==> config.mk <==
export PLATFORM = sky130hd
export DESIGN_NAME = pipe_shifter
export DESIGN_NICKNAME = d
export VERILOG_FILES = /design/src/rtl/shifter_pkg.sv /design/src/rtl/shift_level.sv /design/src/rtl/pipe_shifter.sv
export SDC_FILE = /design/constraint.sdc
export NUM_CORES = 1
export LEC_CHECK = 0
export CAP_MARGIN = 20
export CORE_MARGIN = 2
export CORE_UTILIZATION = 31
export CTS_CLUSTER_DIAMETER = 120
export CTS_CLUSTER_SIZE = 30
export DETAILED_ROUTE_END_ITERATION = 16
export GPL_ROUTABILITY_DRIVEN = 0
export PLACE_DENSITY = 0.54
export SYNTH_ARGS = -nofsm -noshare
export SYNTH_HDL_FRONTEND = slang
export SYNTH_HIERARCHICAL = 1
export SYNTH_SLANG_ARGS = --single-unit
==> constraint.sdc <==
create_clock -name clk -period 3.3 [get_ports clk]
set_input_delay 0.495 -clock clk [delete_from_list [all_inputs] [get_ports clk]]
set_output_delay 0.495 -clock clk [all_outputs]
set_load 0.02 [all_outputs]
==> src/rtl/shifter_pkg.sv <==
// shifter_pkg: shared definitions for the pipelined barrel shifter.
//   - MODE_* : 3-bit shift mode encodings (values above MODE_ROL are reserved)
//   - is_reserved() : true for an encoding that has no defined operation
//   - log2_const()  : ceiling log2, usable in parameter expressions
package shifter_pkg;

    localparam logic [2:0] MODE_SLL = 3'b000;
    localparam logic [2:0] MODE_SRL = 3'b001;
    localparam logic [2:0] MODE_SRA = 3'b010;
    localparam logic [2:0] MODE_ROR = 3'b011;
    localparam logic [2:0] MODE_ROL = 3'b100;

    function automatic logic is_reserved(input logic [2:0] mode);
        return (mode > MODE_ROL);
    endfunction

    function automatic int log2_const(input int value);
        int r;
        r = 0;
        for (int i = 0; i < 31; i++) begin
            if ((1 << i) < value) r = i + 1;
        end
        return r;
    endfunction

endpackage

==> src/rtl/shift_level.sv <==
// shift_level: one combinational barrel level that shifts or rotates by a
// fixed distance DIST when enabled.
// Ports:
//   din   in  WIDTH  data entering the level
//   en    in  1      apply this level's shift (else pass-through)
//   mode  in  3      shift mode (shifter_pkg MODE_*)
//   fill  in  1      bit shifted in from the top for right shifts
//   dout  out WIDTH  data leaving the level
//   carry out 1      last bit moved out by this level (0 when not enabled)
module shift_level
    import shifter_pkg::*;
#(
    parameter int WIDTH = 16,
    parameter int DIST  = 1
) (
    input  logic [WIDTH-1:0] din,
    input  logic             en,
    input  logic [2:0]       mode,
    input  logic             fill,
    output logic [WIDTH-1:0] dout,
    output logic             carry
);

    always_comb begin
        dout  = din;
        carry = 1'b0;
        if (en) begin
            case (mode)
                MODE_SLL: begin
                    dout  = {din[WIDTH-DIST-1:0], {DIST{1'b0}}};
                    carry = din[WIDTH-DIST];
                end
                MODE_SRL, MODE_SRA: begin
                    dout  = {{DIST{fill}}, din[WIDTH-1:DIST]};
                    carry = din[DIST-1];
                end
                MODE_ROR: begin
                    dout  = {din[DIST-1:0], din[WIDTH-1:DIST]};
                    carry = din[DIST-1];        // becomes the result MSB
                end
                MODE_ROL: begin
                    dout  = {din[WIDTH-DIST-1:0], din[WIDTH-1:WIDTH-DIST]};
                    carry = din[WIDTH-DIST];    // becomes the result LSB
                end
                default: begin
                    dout  = din;
                    carry = 1'b0;
                end
            endcase
        end
    end

endmodule

==> src/rtl/pipe_shifter.sv <==
// pipe_shifter: pipelined barrel shifter (SLL/SRL/SRA/ROR/ROL) with a
// valid/ready handshake, backpressure, an opaque tag and a synchronous flush.
// LEVELS = log2(WIDTH) barrel levels; a register stage follows every
// REG_EVERY levels, so LAT = LEVELS/REG_EVERY. The last stage drives outputs.
// Optional feature macro: SHIFTER_CARRY_EN adds out_carry (last bit shifted
// or rotated out), pipelined alongside the data.
// Ports:
//   clk, rst (async, active-high), flush (sync squash of in-flight ops)
//   in_valid/in_ready, in_data, in_amt, in_mode, in_tag : operation input
//   out_valid/out_ready, out_data, out_tag, out_illegal : result output
//   out_carry (SHIFTER_CARRY_EN only)
module pipe_shifter
    import shifter_pkg::*;
#(
    parameter int  WIDTH     = 16,
    parameter int  REG_EVERY = 2,
    parameter int  TAG_W     = 4,
    localparam int LEVELS    = log2_const(WIDTH)
) (
    input  logic              clk,
    input  logic              rst,
    input  logic              flush,
    input  logic              in_valid,
    output logic              in_ready,
    input  logic [WIDTH-1:0]  in_data,
    input  logic [LEVELS-1:0] in_amt,
    input  logic [2:0]        in_mode,
    input  logic [TAG_W-1:0]  in_tag,
    output logic              out_valid,
    input  logic              out_ready,
    output logic [WIDTH-1:0]  out_data,
    output logic [TAG_W-1:0]  out_tag,
    output logic              out_illegal
`ifdef SHIFTER_CARRY_EN
    ,
    output logic              out_carry
`endif
);

    localparam int LAT = LEVELS / REG_EVERY;

    logic stall;

    // Stage registers
    logic              vld_p  [LAT];
    logic [WIDTH-1:0]  data_p [LAT];
    logic [LEVELS-1:0] amt_p  [LAT];
    logic [2:0]        mode_p [LAT];
    logic [TAG_W-1:0]  tag_p  [LAT];
    logic              ill_p  [LAT];

    // Inputs seen by each stage's combinational levels, and their result
    logic              st_vld  [LAT];
    logic [WIDTH-1:0]  st_data [LAT];
    logic [LEVELS-1:0] st_amt  [LAT];
    logic [2:0]        st_mode [LAT];
    logic [TAG_W-1:0]  st_tag  [LAT];
    logic              st_ill  [LAT];
    logic [WIDTH-1:0]  sh_data [LAT];

`ifdef SHIFTER_CARRY_EN
    logic cy_p  [LAT];
    logic st_cy [LAT];
    logic sh_cy [LAT];
`endif

    assign stall    = out_valid && !out_ready;
    assign in_ready = !stall && !flush;

    for (genvar s = 0; s < LAT; s++) begin : g_stage
        if (s == 0) begin : g_src
            assign st_vld[s]  = in_valid;
            assign st_data[s] = in_data;
            assign st_amt[s]  = in_amt;
            assign st_mode[s] = in_mode;
            assign st_tag[s]  = in_tag;
            assign st_ill[s]  = is_reserved(in_mode);
`ifdef SHIFTER_CARRY_EN
            assign st_cy[s]   = 1'b0;
`endif
        end else begin : g_src
            assign st_vld[s]  = vld_p[s-1];
            assign st_data[s] = data_p[s-1];
            assign st_amt[s]  = amt_p[s-1];
            assign st_mode[s] = mode_p[s-1];
            assign st_tag[s]  = tag_p[s-1];
            assign st_ill[s]  = ill_p[s-1];
`ifdef SHIFTER_CARRY_EN
            assign st_cy[s]   = cy_p[s-1];
`endif
        end

        logic [WIDTH-1:0] lvl_d [REG_EVERY+1];
        assign lvl_d[0] = st_data[s];
`ifdef SHIFTER_CARRY_EN
        // Carry is taken from the highest enabled level; disabled levels
        // forward whatever the lower levels produced.
        logic lvl_cy [REG_EVERY+1];
        assign lvl_cy[0] = st_cy[s];
`endif

        for (genvar j = 0; j < REG_EVERY; j++) begin : g_lvl
            localparam int K = s * REG_EVERY + j;
            logic lvl_en;
            logic lvl_fill;
            logic lvl_c;

            // Reserved modes disable every level so the operand passes through.
            assign lvl_en   = st_amt[s][K] && !st_ill[s];
            // Earlier SRA levels keep the MSB equal to the original sign bit.
            assign lvl_fill = (st_mode[s] == MODE_SRA) && lvl_d[j][WIDTH-1];

            shift_level #(
                .WIDTH (WIDTH),
                .DIST  (1 << K)
            ) u_level (
                .din   (lvl_d[j]),
                .en    (lvl_en),
                .mode  (st_mode[s]),
                .fill  (lvl_fill),
                .dout  (lvl_d[j+1]),
                .carry (lvl_c)
            );

`ifdef SHIFTER_CARRY_EN
            assign lvl_cy[j+1] = lvl_en ? lvl_c : lvl_cy[j];
`else
            logic unused_lvl_c;
            assign unused_lvl_c = lvl_c;
`endif
        end

        assign sh_data[s] = lvl_d[REG_EVERY];
`ifdef SHIFTER_CARRY_EN
        assign sh_cy[s]   = lvl_cy[REG_EVERY];
`endif
    end

    // Stage boundary registers: flush clears valids, stall holds everything.
    always_ff @(posedge clk or posedge rst) begin
        if (rst) begin
            for (int s = 0; s < LAT; s++) begin
                vld_p[s]  <= 1'b0;
                data_p[s] <= '0;
                amt_p[s]  <= '0;
                mode_p[s] <= '0;
                tag_p[s]  <= '0;
                ill_p[s]  <= 1'b0;
`ifdef SHIFTER_CARRY_EN
                cy_p[s]   <= 1'b0;
`endif
            end
        end else if (flush) begin
            for (int s = 0; s < LAT; s++) begin
                vld_p[s] <= 1'b0;
            end
        end else if (!stall) begin
            for (int s = 0; s < LAT; s++) begin
                vld_p[s]  <= st_vld[s];
                data_p[s] <= sh_data[s];
                amt_p[s]  <= st_amt[s];
                mode_p[s] <= st_mode[s];
                tag_p[s]  <= st_tag[s];
                ill_p[s]  <= st_ill[s];
`ifdef SHIFTER_CARRY_EN
                cy_p[s]   <= sh_cy[s];
`endif
            end
        end
    end

    assign out_valid   = vld_p[LAT-1];
    assign out_data    = data_p[LAT-1];
    assign out_tag     = tag_p[LAT-1];
    assign out_illegal = ill_p[LAT-1];
`ifdef SHIFTER_CARRY_EN
    assign out_carry   = cy_p[LAT-1];
`endif

    // Amount bits already consumed by earlier stages, and the last stage's
    // amt/mode copies, are carried for uniformity but never read.
    logic unused_ctrl;
    always_comb begin
        unused_ctrl = 1'b0;
        for (int s = 0; s < LAT; s++) begin
            unused_ctrl = unused_ctrl ^ (^amt_p[s]) ^ (^mode_p[s]) ^ (^st_amt[s]);
        end
    end

endmodule

# Word-level counts from Yosys, hierarchy flattened
# Cells that the tools add are included.
[op_classes]
magnitude_cmp = 1
eq_ne = 9
n_bitwise = 2
reduce_logical = 21
n_mux = 10
[op_table]
columns = ["op", "n"]
rows = [
  ["$pmux 16 s4", 3],
  ["$mux 16", 4],
  ["$pmux 16 s3", 1],
  ["$eq 3x2->1 const B", 4],
  ["$logic_and 1x1->1", 10],
  ["$eq 3x1->1 const B", 2],
  ["$eq 3x3->1 const B", 2],
  ["$logic_not 3->1", 2],
  ["$reduce_or 2->1", 3],
  ["$logic_not 1->1", 5],
  ["$mux 2", 2],
  ["$gt 3x3->1 const B", 1],
  ["$ne 2x2->1 const B", 1],
  ["$not 1->1", 2],
  ["$reduce_and 2->1", 1],
]
[totals]
inputBits = 32
output_inout_bits = 23
elab_cells = 53
regBits = 51

# Logic depth before layout (Yosys ltp)
# Gate-level depths: netlist of the first run.
[logic_depth]
word_depth = 7
depth_mapped = 10
mapped_depth_nobuf = 9

# Cells and area by module
# The synthesis of the first run kept the hierarchy.
[modules_own_cells]
columns = ["module", "instances", "area_per_inst_um2", "cells_per_inst", "seq_area_each_um2"]
rows = [
  ["pipe_shifter", 1, 2150.8, 134, 1226.2],
  ["shift_level (g_stage[0].g_lvl[1].u_level)", 1, 462.9, 54, 0.0],
  ["shift_level (g_stage[0].g_lvl[0].u_level)", 1, 452.9, 52, 0.0],
  ["shift_level (g_stage[1].g_lvl[0].u_level)", 1, 422.9, 54, 0.0],
  ["shift_level (g_stage[1].g_lvl[1].u_level)", 1, 409.1, 45, 0.0],
]

# Least setup slack after synthesis of the first run
# Ideal clock, no wire load.
[synth_path]
path_type = "register -> register"
start = "register mode_p[5] in the netlist's numbering"
end = "register data_p (netlist bit out_data[10])"
slack_ps = 920
path_buffers = 0
setup_ps = 64
period_less_slack_ps = 2380
required_ps = 3236
t_arrival_ps = 2316
stages_incl_launch_ff = 10
cell_sequence = "dfrtp_1 -> nor4bb_1 -> a21bo_2 -> a21oi_1 -> o22a_1 -> nor4bb_1 -> nor2_1 -> o31a_4 -> a2bb2oi_2 -> mux2_4"
[synth_rtl]
columns = ["element", "line_no", "source"]
rows = [
  ["start: declaration", "pipe_shifter.sv:48", "logic [2:0] mode_p [LAT];"],
  ["start signal: indexed assignment", "pipe_shifter.sv:162", "mode_p[s] <= st_mode[s];"],
  ["end signal: indexed assignment", "pipe_shifter.sv:160", "data_p[s] <= sh_data[s];"],
  ["end: declaration", "pipe_shifter.sv:46", "logic [WIDTH-1:0] data_p [LAT];"],
]

==> flow_summary.yaml, run 1 <==
run_status:
  status: "finished, final reports clean"
flow_run:
  cap_violations: 0
die:
  ios: 55
  die_area_um2: 13300
  fp.dieW_um: 115
  start_util: 0.318
  core_area_um2: 12100
  dieHeight_um: 115
  rows: 40
sta:
  setup_viol: 0
  slew_headroom: 0.496
  worst_pin_slew_ps: 756
  slew_viol_final: 0
  period_share: 0.865
  setup_tns_ps: 0
  fin_crit_ps: 2850
  grt_setup_unrepaired: "false"
  hold_violations: 0
  fin_skew_ps: 11.1
  fmax_mhz: 350
cells_and_area:
  antenna_cells: 0
  num-nets-final: 395
  drive_gt1_frac: 0.324
  fill_cells: 1193
  area_growth_pct: 19.9
clock_tree:
  clk_latency_ps: 290
  numCtsBuffers: 5
  post_cts_resized: 0
  cts_setup_buffers: 0
  cts.clk_slew.worst_paths_ps: 70
  cts.sinks: 49
  cts_root_buffer: "clkbuf_16"
  cts_tree: "done"
  cts_buffer_depth: 2
  cts-htree-levels: 2
  cts_hold_buf: 0
drt:
  post_drt_via_cell_ratio: 5.25
  via_count: 2794
  drt_wl_total_um: 8760
  first_iter_violations: 132
  remaining_drc_errors: 0
  wire_per_inst_um: 16.5
  antenna_left: 0
  dr.pass1.iters: 4
grt:
  grt_max_degree: 50
  grt_remaining_overflow: 0
  grt_pass1_vias: 2649
  grt.total_usage: 0.134
  antenna_found_initial: 0
  grt_pass1_wl_um: 14300
worst_hold_path:
  hp-class: "input pin to asynchronous set/reset pin"
synth:
  synthCells: 327
  yosys_warnings: 6
  syn_nets: 359
  postSynthAreaPerCell_um2: 11.7
  syn_area_um2: 3830
critical_path:
  cp-start-kind: "register"
  worst-endpoint-required_ps: 3530
  slowest_delay_ps: 660
  worst-path-max-fanout: 16
  path_buf_inv: 0
  cp-end-kind: "register"
  path_common_cell: "nor4bb_1"
  worstSetupPathType: "register to register"
  worstPathArrival_ps: 3090
  path_cells: "nor4bb_1 -> a21bo_2 -> a21oi_1 -> o22a_1 -> nor4bb_1 -> nor2_1 -> o31a_4 -> a2bb2oi_2 -> mux2_4"
  critPathTopFamily: "compound AO/OA/AOI/OAI gates"
  critPathSlowestCell: "dfrtp_1"
power_and_ir_drop:
  ir_drop_v: 0.000231
  p_leak_uw: 0.00178
  power_density_nw_per_um2: 575
  finalPower_uw: 2640
placement:
  port_buffers: 54
  post-dp-hpwl_um: 6510
[per-stage QoR]
| step | hold slack [ps] | instance area [um2] | util | worst slack, ps | std cells |
|---|---|---|---|---|---|
| detailed placement | 492 | 4380 | 0.363 | 260 | 523 |
| finish | 466 | 4600 | 0.381 | 446 | 532 |
| CTS | 509 | 4580 | 0.379 | 439 | 531 |
| floorplan | 466 | 3830 | - | 920 | 327 |
| global route | 492 | 4600 | 0.381 | 202 | 532 |
| global placement | 484 | 4380 | 0.363 | 335 | 523 |
[layout by cell type, fill, tap and decap left out, types with 6 or more instances in the layout]
cell / instances
mux2_4: 30
mux2_2: 25
dfrtp_1: 49
o22a_1: 6
o22ai_1: 34
a32o_1: 6
nor2b_1: 17
buf_4: 14
nor2_1: 7
clkdlybuf4s50_1: 54
a2bb2oi_2: 27
o21ai_0: 11
a2bb2oi_1: 15
[per-layer routing]
metal  global-route usage  vias to the layer above  share of wire
met5                    0                        -              0
met4               0.0297                        0         0.0087
met3               0.0221                        8          0.038
met2                0.218                       69           0.48
met1                0.187                     1369           0.47
li1                     -                     1348              -
[state kept, by name (all words and copies together), names as in the netlist]
register / cells
data_p: 16
st_tag: 4
out_tag: 4
out_data: 16
out_illegal: 1
ill_p: 1
mode_p: 3
amt_p: 2
st_vld: 1
out_valid: 1
[area by class of cell]
| type | count | area [um2] | area share |
|---|---|---|---|
| flip-flops and latches | 49 | 1230 | 0.267 |
| clock inverters | 3 | 68.8 | 0.0150 |
| clock buffers | 5 | 125 | 0.0272 |
| well taps | 168 | 210 | 0.0457 |
| inverters | 6 | 22.5 | 0.00490 |
| repair buffers | 70 | 686 | 0.149 |
| multi-input cells | 231 | 2260 | 0.491 |
[report_power, final]
part | internal [uW] | leakage (uW) | switching, uW | total (uW)
clock network | 437 | 0.0000944 | 234 | 671
registers | 743 | 0.000568 | 122 | 865
logic | 630 | 0.00112 | 478 | 1110
[path summary, 6_finish.rpt]
path                                start  cells past startpoint      endpoint  slack [ps]
worst max-delay path            mode_p[4]                      9  out_data[13]         450
worst min-delay path                  rst                      2    out_tag[2]         470
worst max register to register  mode_p[4]                      9  out_data[13]         450
worst min register to register   amt_p[6]                      1      amt_p[6]         500
max in group asynchronous             rst                      3    data_p[21]        2340
min in group clk                 amt_p[6]                      1      amt_p[6]         500
Power figures use the tool's default switching activity.
==> run 2, diff against run 1 <==
--- a/config.mk
+++ b/config.mk
@@ -5,6 +5,7 @@
 export SDC_FILE = /design/constraint.sdc
 export NUM_CORES = 1
 export LEC_CHECK = 0
+export ABC_AREA = 1
 export CAP_MARGIN = 20
 export CORE_MARGIN = 2
 export CORE_UTILIZATION = 31
@@ -12,7 +13,6 @@
 export CTS_CLUSTER_SIZE = 30
 export DETAILED_ROUTE_END_ITERATION = 16
 export GPL_ROUTABILITY_DRIVEN = 0
-export PLACE_DENSITY = 0.54
 export SYNTH_ARGS = -nofsm -noshare
 export SYNTH_HDL_FRONTEND = slang
 export SYNTH_HIERARCHICAL = 1
==> flow_summary.yaml, run 2 <==
sta:
  setup_viol: 0
  fin_crit_ps: 2710
  fin_skew_ps: 6.89
  hold_violations: 0
  slew_headroom: 0.488
  grt_setup_unrepaired: "false"
  setup_tns_ps: 0
  period_share: 0.822
  fmax_mhz: 369
  worst_pin_slew_ps: 766
  slew_viol_final: 0
flow_run:
  cap_violations: 0
cells_and_area:
  mostFrequentLayoutCell: "nand2_1"
  area_growth_pct: 15.2
  num-nets-final: 749
  drive_gt1_frac: 0.113
  utilization: 0.367
  mostFrequentLayoutCells: "282 x nand2_1, 112 x nor2_1, 79 x nand3_1"
  antenna_cells: 0
  design_area_um2: 4880
drt:
  drt_wl_total_um: 9740
  wire_per_inst_um: 10.9
  dr.pass1.iters: 4
  post_drt_via_cell_ratio: 4.40
  remaining_drc_errors: 0
  antenna_left: 0
  via_count: 3938
  first_iter_violations: 194
run_status:
  status: "finished, final reports clean"
clock_tree:
  cts_tree: "done"
  clk_latency_ps: 290
  cts_buffer_depth: 2
  cts-htree-levels: 2
  cts_setup_buffers: 0
  cts.sinks: 49
  post_cts_resized: 0
  cts_root_buffer: "clkbuf_16"
  cts_hold_buf: 0
  cts.clk_slew.worst_paths_ps: 70
  numCtsBuffers: 5
critical_path:
  cp-end-kind: "register"
  worst-endpoint-required_ps: 3530
  cp-start-kind: "register"
  worst-path-max-fanout: 16
  worstSetupPathType: "register to register"
  worstPathArrival_ps: 2940
  r2r.worst_path.cells: 16
power_and_ir_drop:
  finalPower_uw: 2260
  power_density_nw_per_um2: 462
  ir_drop_v: 0.000191
  p_leak_uw: 0.00258
grt:
  grt_pass1_vias: 3800
  grt_pass1_wl_um: 17900
  grt_remaining_overflow: 0
  grt_max_degree: 50
  grt.total_usage: 0.147
  antenna_found_initial: 0
worst_hold_path:
  hold_depth: 2
  hp-class: "register to register"
die:
  start_util: 0.319
  ios: 55
  rows: 42
  fp.dieW_um: 121
  core_area_um2: 13300
  die_area_um2: 14600
  dieHeight_um: 121
placement:
  port_buffers: 54
  post_dp_cell_area_um2: 4700
  post-dp-hpwl_um: 7180
synth:
  yosys_warnings: 6
  syn_area_um2: 4240
  synthCells: 692
  syn_nets: 724
  postSynthAreaPerCell_um2: 6.13
[run 2: power by group]
part / leakage, uW / total (uW) / switching, uW / internal (uW)
combinational: 0.00189 / 865 / 506 / 360
sequential: 0.000604 / 801 / 97.6 / 704
clock: 0.0000810 / 590 / 231 / 360
total: 0.00258 / 2260 / 834 / 1420
[run 2: worst max-delay path, cell delays in order, from the launching register on]
cell	delay, ps
dfrtp_1	650
nor2_4	190
nor2_4	300
nand2_1	180
nand2_1	90
nor2_1	40
nor2_1	180
inv_1	60
nor2_1	100
inv_1	40
nor2_1	80
nand3_1	270
nand3_1	180
nand2_1	80
inv_1	50
nand3_1	70
nand2_1	90
[run 2: cell type report]
type | instances | area [um2]
clock buffers | 6 | 129
repair buffers | 64 | 641
inverters | 54 | 215
clock inverters | 2 | 38.8
multi-input cells | 543 | 2410
well taps | 176 | 220
flip-flops and latches | 49 | 1230
fillers | 1455 | 8410
[run 2: final timing paths]
check | endpoint | startpoint | slack, ps
max in group asynchronous | data_p[17] | rst | 2310
setup reg to reg | out_data[13] | mode_p[4] | 590
hold / removal | out_data[4] | out_data[4] | 470
setup / recovery | out_data[13] | mode_p[4] | 590
min in group asynchronous | out_data[2] | rst | 500
hold reg to reg | out_data[4] | out_data[4] | 470
[run 2: per-stage QoR]
stage	instances	hold slack (ps)	setup WS, ps
2_1_floorplan	692	442	1190
3_3_place_gp	885	455	506
3_5_place_dp	885	458	465
4_1_cts	893	474	570
5_1_grt	894	486	272
6_report	894	468	589
[run 2: per-layer routing]
metal,vias up,routed length (um),track usage
li1,2144,-,-
met1,1715,4770,0.197
met2,69,4580,0.252
met3,10,279,0.0183
met4,0,111,0.0327
met5,-,0,0
==> run 3, diff against run 2 <==
==> constraint.sdc (replaced) <==
create_clock -name clk -period 2.55 [get_ports clk]
set_input_delay 0.3825 -clock clk [delete_from_list [all_inputs] [get_ports clk]]
set_output_delay 0.3825 -clock clk [all_outputs]
set_load 0.02 [all_outputs]
==> flow_summary.yaml, run 3 (synthesis results as in run 2) <==
cells_and_area:
  mostFrequentLayoutCells: "282 x nand2_1, 112 x nor2_1, 79 x nand3_1"
  mostFrequentLayoutCell: "nand2_1"
  area_growth_pct: 18.6
  drive_gt1_frac: 0.136
  utilization: 0.378
  fill_cells: 1484
  num-nets-final: 766
  antenna_cells: 0
sta:
  fin_crit_ps: 2200
  slew_headroom: 0.624
  hold_violations: 0
  setup_viol: 0
  fin_ws_ps: 346
  worst_pin_slew_ps: 563
  slew_viol_final: 0
  setup_tns_ps: 0
  grt_setup_unrepaired: "false"
  period_share: 0.864
  fin_skew_ps: 8.43
  fmax_mhz: 454
  worst_hold_slack_ps: 469
placement:
  place_ws_ps: 87.3
  port_buffers: 54
  post-dp-hpwl_um: 7700
critical_path:
  critPathSlowestCell: "dfrtp_2"
  worst-path-max-fanout: 8
  slowest_delay_ps: 470
  path_common_cell: "nor2_1"
  worstPathArrival_ps: 2430
  worst-endpoint-required_ps: 2780
  path_cells: "nand3b_1 -> nor2_1 -> inv_1 -> a21oi_1 -> nand2_1 -> nand2_1 -> nor2_1 -> nor2_1 -> inv_1 -> nor2_1 -> inv_1 -> nor2_1 -> nand3_1 -> nand3_1 -> nand2_1 -> inv_1 -> nand3_1 -> nand2_1"
  worstSetupPathType: "register to register"
  cp-end-kind: "register"
  cp-start-kind: "register"
drt:
  dr.pass1.iters: 4
  first_iter_violations: 224
  via_count: 4011
  antenna_left: 0
  drt_wl_total_um: 9920
  remaining_drc_errors: 0
  post_drt_via_cell_ratio: 4.40
  wire_per_inst_um: 10.9
grt:
  antenna_found_initial: 0
  met1_usage: 0.192
  grtUsageMet3: 0.0211
  grt-busiest-layer: "met2"
  grt_remaining_overflow: 0
  grt.met2_usage: 0.251
  grt_pass1_vias: 3765
  grt_pass1_wl_um: 17700
  grt_max_degree: 28
  grt.total_usage: 0.145
clock_tree:
  cts_hold_buf: 0
  post_cts_resized: 0
  cts_buffer_depth: 2
  cts.clk_slew.worst_paths_ps: 70
  numCtsBuffers: 5
  clk_latency_ps: 300
  cts_root_buffer: "clkbuf_16"
  cts_setup_buffers: 0
  cts_tree: "done"
  cts.sinks: 49
  cts-htree-levels: 2
die:
  dieHeight_um: 121
  core_area_um2: 13300
  ios: 55
  fp.dieW_um: 121
  start_util: 0.319
  rows: 42
  die_area_um2: 14600
power_and_ir_drop:
  p_leak_uw: 0.00267
  ir_drop_v: 0.000308
  power_density_nw_per_um2: 589
worst_hold_path:
  hp-class: "input pin to asynchronous set/reset pin"
flow_run:
  cap_violations: 0
run_status:
  status: "finished, final reports clean"
## run 3: cell types whose count changed in the layout (fill, tap and decap cells not counted), sizes merged
cell	delta
inv	+1
buf	+17
clkbuf	-1
## run 3: worst max-delay path, delay by kind of cell (launching register included)
| family | cells | cell delay, ps |
|---|---|---|
| buf+inv | 4 | 190 |
| simple gates | 13 | 1340 |
| flops | 1 | 470 |
| compound gates | 1 | 130 |
## run 3: power breakdown
group | total, uW | internal, uW | switching [uW] | leakage [uW]
clock network | 760 | 465 | 295 | 0.0000842
registers | 1030 | 912 | 114 | 0.000603
logic | 1180 | 498 | 679 | 0.00198
## run 3: per-layer routing
metal  wire length (um)  share of wire
met5                  0              0
met4                 70         0.0071
met3                263          0.027
met2               4740           0.48
met1               4840           0.49
## run 3: cell type report
class	instances	area [um2]	area share
multi-input combinational	543	2410	0.480
sequential	49	1230	0.244
timing repair buffer	81	781	0.155
tap	176	220	0.0438
inverter	54	215	0.0428
clock buffer	5	125	0.0249
clock inverter	3	43.8	0.00871
## run 3: per-stage QoR
stage / power, uW / cell area (um2) / cells
after global routing: 3190 / 5030 / 911
after floorplan: 1930 / 4240 / 692
after CTS: 3000 / 5030 / 911
after detailed placement: 2230 / 4860 / 903
after global placement: 2220 / 4860 / 903
final: 2960 / 5030 / 911
## run 3: final timing paths
kind                             start      endpoint  slack [ps]  depth (start not counted)
max in group asynchronous          rst     mode_p[4]        1480                          3
setup reg to reg             mode_p[4]  out_data[13]         350                         18
hold / removal                     rst     st_tag[2]         470                          2
hold reg to reg            out_data[3]   out_data[3]         470                          2
min in group clk           out_data[3]   out_data[3]         470                          2
setup / recovery             mode_p[4]  out_data[13]         350                         18
